<file path="config.mk">
export PLATFORM = sky130hd
export DESIGN_NAME = cyclic_encoder_serial
export DESIGN_NICKNAME = d
export VERILOG_FILES = /design/src/rtl/cyclic_encoder_serial.sv
export SDC_FILE = /design/constraint.sdc
export NUM_CORES = 1
export LEC_CHECK = 0
export CORE_MARGIN = 2
export CORE_UTILIZATION = 40
export DETAILED_ROUTE_END_ITERATION = 7
export GPL_TIMING_DRIVEN = 1
export SKIP_LAST_GASP = 1
export SYNTH_ARGS = -nofsm -noshare
export SYNTH_HDL_FRONTEND = slang
export SYNTH_SLANG_ARGS = --single-unit
</file>
<file path="constraint.sdc">
create_clock -name clk -period 5.3 [get_ports clk]
set_input_delay 0.53 -clock clk [delete_from_list [all_inputs] [get_ports clk]]
set_output_delay 0.53 -clock clk [all_outputs]
set_load 0.1 [all_outputs]
</file>
<file path="src/rtl/cyclic_encoder_serial.sv">
// Serial systematic cyclic-code encoder: divides m(x)*x^R by g(x) in an LFSR and streams
// the codeword message-first, parity-after, while also presenting it in parallel.
module cyclic_encoder_serial #(
    parameter int unsigned     N   = 15,
    parameter int unsigned     K   = 7,
    parameter logic [N-K:0]    GEN = 9'b111010001
) (
    input  logic         clk,
    input  logic         reset,
    input  logic [K-1:0] msg_in,
    input  logic         msg_valid,
    output logic         msg_ready,
    output logic         code_bit,
    output logic         code_valid,
    output logic         code_first,
    output logic         code_last,
    output logic [N-1:0] codeword,
    output logic         codeword_valid
);

    localparam int unsigned R  = N - K;
    localparam int unsigned CW = $clog2(N + 1);

    typedef enum logic [1:0] {StIdle, StMsg, StPar, StDone} state_t;

    state_t          state_q, state_d;
    logic [K-1:0]    msg_sr_q, msg_sr_d;
    logic [K-1:0]    msg_hold_q, msg_hold_d;
    logic [R-1:0]    par_q, par_d;
    logic [R-1:0]    par_hold_q, par_hold_d;
    logic [CW-1:0]   cnt_q, cnt_d;
    logic [N-1:0]    codeword_q, codeword_d;
    logic            code_bit_q, code_bit_d;
    logic            code_valid_q, code_valid_d;
    logic            code_first_q, code_first_d;
    logic            code_last_q, code_last_d;
    logic            codeword_valid_q, codeword_valid_d;
    logic            msg_ready_q, msg_ready_d;
    logic            accept;
    logic            fb;

    always_comb begin
        state_d    = state_q;
        msg_sr_d   = msg_sr_q;
        msg_hold_d = msg_hold_q;
        par_d      = par_q;
        par_hold_d = par_hold_q;
        cnt_d      = cnt_q;
        codeword_d = codeword_q;
        accept     = 1'b0;
        fb         = 1'b0;

        unique case (state_q)
            StIdle: begin
                if (msg_valid && msg_ready_q) begin
                    accept     = 1'b1;
                    msg_sr_d   = msg_in;
                    msg_hold_d = msg_in;
                    par_d      = '0;
                    cnt_d      = '0;
                    state_d    = StMsg;
                end
            end
            StMsg: begin
                fb       = msg_sr_q[K-1] ^ par_q[R-1];
                par_d    = (par_q << 1) ^ (GEN[R-1:0] & {R{fb}});
                msg_sr_d = msg_sr_q << 1;
                cnt_d    = cnt_q + CW'(1);
                if (cnt_q == CW'(K - 1)) begin
                    // Remainder is complete here; keep a copy since PAR shifts it out.
                    par_hold_d = par_d;
                    cnt_d      = '0;
                    state_d    = StPar;
                end
            end
            StPar: begin
                par_d = par_q << 1;
                cnt_d = cnt_q + CW'(1);
                if (cnt_q == CW'(R - 1)) begin
                    codeword_d = {msg_hold_q, par_hold_q};
                    state_d    = StDone;
                end
            end
            StDone: state_d = StIdle;
            default: state_d = StIdle;
        endcase
    end

    // Outputs are registered, so they are derived from the next-state values.
    always_comb begin
        code_bit_d = 1'b0;
        unique case (state_d)
            StMsg:   code_bit_d = msg_sr_d[K-1];
            StPar:   code_bit_d = par_d[R-1];
            default: code_bit_d = 1'b0;
        endcase
        code_valid_d     = (state_d == StMsg) || (state_d == StPar);
        code_first_d     = accept;
        code_last_d      = (state_d == StPar) && (cnt_d == CW'(R - 1));
        codeword_valid_d = (state_d == StDone);
        msg_ready_d      = (state_d == StIdle);
    end

    always_ff @(posedge clk or posedge reset) begin
        if (reset) begin
            state_q          <= StIdle;
            msg_sr_q         <= '0;
            msg_hold_q       <= '0;
            par_q            <= '0;
            par_hold_q       <= '0;
            cnt_q            <= '0;
            codeword_q       <= '0;
            code_bit_q       <= 1'b0;
            code_valid_q     <= 1'b0;
            code_first_q     <= 1'b0;
            code_last_q      <= 1'b0;
            codeword_valid_q <= 1'b0;
            msg_ready_q      <= 1'b1;
        end else begin
            state_q          <= state_d;
            msg_sr_q         <= msg_sr_d;
            msg_hold_q       <= msg_hold_d;
            par_q            <= par_d;
            par_hold_q       <= par_hold_d;
            cnt_q            <= cnt_d;
            codeword_q       <= codeword_d;
            code_bit_q       <= code_bit_d;
            code_valid_q     <= code_valid_d;
            code_first_q     <= code_first_d;
            code_last_q      <= code_last_d;
            codeword_valid_q <= codeword_valid_d;
            msg_ready_q      <= msg_ready_d;
        end
    end

    assign msg_ready      = msg_ready_q;
    assign code_bit       = code_bit_q;
    assign code_valid     = code_valid_q;
    assign code_first     = code_first_q;
    assign code_last      = code_last_q;
    assign codeword       = codeword_q;
    assign codeword_valid = codeword_valid_q;

endmodule

</file>
==> results.yml <==
worst_setup_path:
  cp_slowest_cell: "clkdlybuf4s50_1"
  cpPeakStageDelay_ns: 1.15
  critPathRequiredTime_ns: 4.77
  end_kind: "output pin"
  r2r-end: "code_last"
  r2r_setup_slack_ns: 3.07
  endpoint: "msg_ready"
  critical_path_depth: 1
  crit_arrival_ns: 2.08
  cp-startpoint: "msg_ready"
  path_buf_inv: 1
  r2r-start: "state_q[1]"
  ff2ff_path_depth: 6
  crit_chain: "clkdlybuf4s50_1"
  path_class: "flop to output pin"
  cp-start-kind: "flop"
  critPathTopFamily: "buffers and inverters"
  critPathMaxFanout: 5
grt:
  grt_pass1_vias: 1574
  grt_max_degree: 58
  grt_usage: 0.150
  overflow: 0
  antenna_found_initial: 0
  grt_pass1_wl_mm: 7.35
logic_synthesis:
  synth_edf_count: 0
  synth_cell_types: 43
  synth-seq-area-share: 0.586
  syn_area_sq_um: 2430
  synth.ff_latch_count: 57
  yosysWarnings: 0
  synth.avg_cell_area_sq_um: 12.9
  synthCells: 189
  synth_top_flop_cell: "dfrtp_1"
  async_flop_share: 1.00
  syn_nets: 205
power:
  seq_power_share: 0.395
  p_switching_mw: 0.696
  p_clk_frac: 0.215
  leakage_nw: 1.35
  p_per_area_nw_per_um2: 595
  swShare: 0.392
  p_int_mw: 1.08
  ir_drop_mv: 0.366
  pwr-share-comb: 0.390
flow_run:
  cap_violations: 0
sta:
  drv_slew: 0
  tns_ns: 0
  max_freq_mhz: 383
  fin_crit_sh: 0.493
  worst_slew_pin_slew_ns: 0.975
  slew_headroom: 0.348
  hold_viol: 0
  finalCriticalPeriod_ns: 2.61
  skew_ns: 0.00686
  grt_setup_unrepaired: "no"
  setup_violations: 0
placement:
  hpwl_mm: 2.97
  placed_area_sq_um: 2800
  port_buffers: 30
  gp_congestion: 0.784
detailed_routing:
  dr.first_iter.drc_count: 77
  drc: 0
  viasPerCell: 5.01
  ant_nets: 0
  drt-total-wl_mm: 4.34
  dr.pass1.iters: 6
  vias: 1522
  wire_per_inst_um: 14.3
cts:
  cts.path.max_buffers: 2
  cts_made_buffers: 9
  cts.sinks: 57
  cts-resized-gates: 0
  root_buffer: "clkbuf_8"
  cts_tree: "built"
  clk_latency_ns: 0.33
  cts.clk_slew.worst_paths_ns: 0.06
  ctsHoldBuffers: 0
  cts_max_level: 3
  cts_setup_buffers: 0
outcome:
  status: "finished clean"
die:
  die_area_sq_um: 6730
  coreArea_sq_um: 5890
  rows: 28
  fp.dieW_um: 82.0
  initial_core_util: 0.414
  die_y_um: 82.0
  pin_count: 31
cells_and_area:
  drive_gt1_frac: 0.140
  diodes: 0
  nets: 242
  synthToLayoutAreaGrowth_pct: 22.5
  stdcell_area_sq_um: 2980
  final_util: 0.507
hold_path:
  hold_class: "flop to flop"
## through the flow
| step | total power, mW | worst slack, ns | std cells | hold slack, ns |
|---|---|---|---|---|
| CTS | 1.80 | 2.67 | 304 | 0.487 |
| global placement | 1.40 | 3.01 | 290 | 0.457 |
| finish | 1.77 | 2.69 | 304 | 0.480 |
| detailed placement | 1.41 | 2.94 | 290 | 0.473 |
| floorplan | 1.26 | 3.28 | 189 | 0.443 |
| global route | 1.90 | 2.65 | 304 | 0.500 |
## layout by cell type, fill, tap and decap left out, drive strengths merged, types with 3 or more instances in the layout
master and n:
a22o 5, mux2 27, nor2 10, xor2 3, clkdlybuf4s50 30, nand2b 4, dfrtp 56, a21oi 6
nor2b 3, clkinv 3, o22ai 6, ha 6, clkbuf 10, nand2 13, inv 10, o21ai 9
## sequential cells by signal, indices dropped and copies added (netlist names), 2 cells and up
name	count
par_hold_q	8
msg_sr_q	7
msg_hold_q	7
codeword	15
par_q	8
state_q	2
cnt_q	4
## synthesized netlist by cell type, drive strengths merged, types with 2 or more instances
cell     count  area (sq um)
dfrtp       56          1400
mux2        27           304
nand2       13          48.8
inv         10          37.5
nor2        10          45.0
o21ai        9          45.0
a21oi        6          30.0
ha           6          75.1
o22ai        6          37.5
a22o         5          43.8
buf          5          36.3
nand2b       4          25.0
nor2b        3          21.3
xor2         3          26.3
a221o        2          20.0
o21a         2          15.0
o2bb2ai      2          17.5
xnor2        2          17.5
## per-layer routing
layer / track usage / up-vias / part of all wire
met1: 0.199 / 734 / 0.50
met3: 0.0429 / 10 / 0.030
li1: - / 753 / -
met4: 0.0850 / 0 / 0.029
met5: 0 / - / 0
met2: 0.220 / 25 / 0.44
## cell families (layout without fill, tap and decap cells)
family                     count (synthesis)  in the layout  share of synthesized area
xor gates and xnor gates                   5              5                     0.0180
and+or+nand+nor                           40             40                     0.0987
buffers and inverters                     15             55                     0.0303
AOI/OAI and AO/OA                         39             39                      0.111
muxes                                     27             27                      0.125
DFF                                       57             57                      0.586
adders and majority gates                  6              6                     0.0308
## worst min path at each step
stage,to,from,slack (ns),cells after the start
4_1_cts,par_hold_q[4],par_hold_q[4],0.49,2
3_5_place_dp,par_hold_q[4],par_hold_q[4],0.47,2
3_3_place_gp,par_hold_q[4],par_hold_q[4],0.46,2
2_1_floorplan,par_hold_q[4],par_hold_q[4],0.44,2
6_report,codeword[14],msg_hold_q[6],0.48,1
5_1_grt,codeword[14],msg_hold_q[6],0.50,1
## area by class of cell
class,count,area [sq um]
Fill cell,536,2900
Inverter,10,37.5
Sequential cell,57,1430
Multi-Input combinational cell,117,933
Tap cell,75,93.8
Timing Repair Buffer,31,308
Clock buffer,10,138
Clock inverter,4,45.0
## power groups by stage
stage	sequential [mW]	clock (mW)	combinational, mW
CTS	0.702	0.394	0.700
global placement	0.706	0	0.692
floorplan	0.815	0	0.443
global route	0.721	0.414	0.766
detailed placement	0.709	0	0.698
finish	0.701	0.382	0.691
Power figures use the tool's default switching activity.
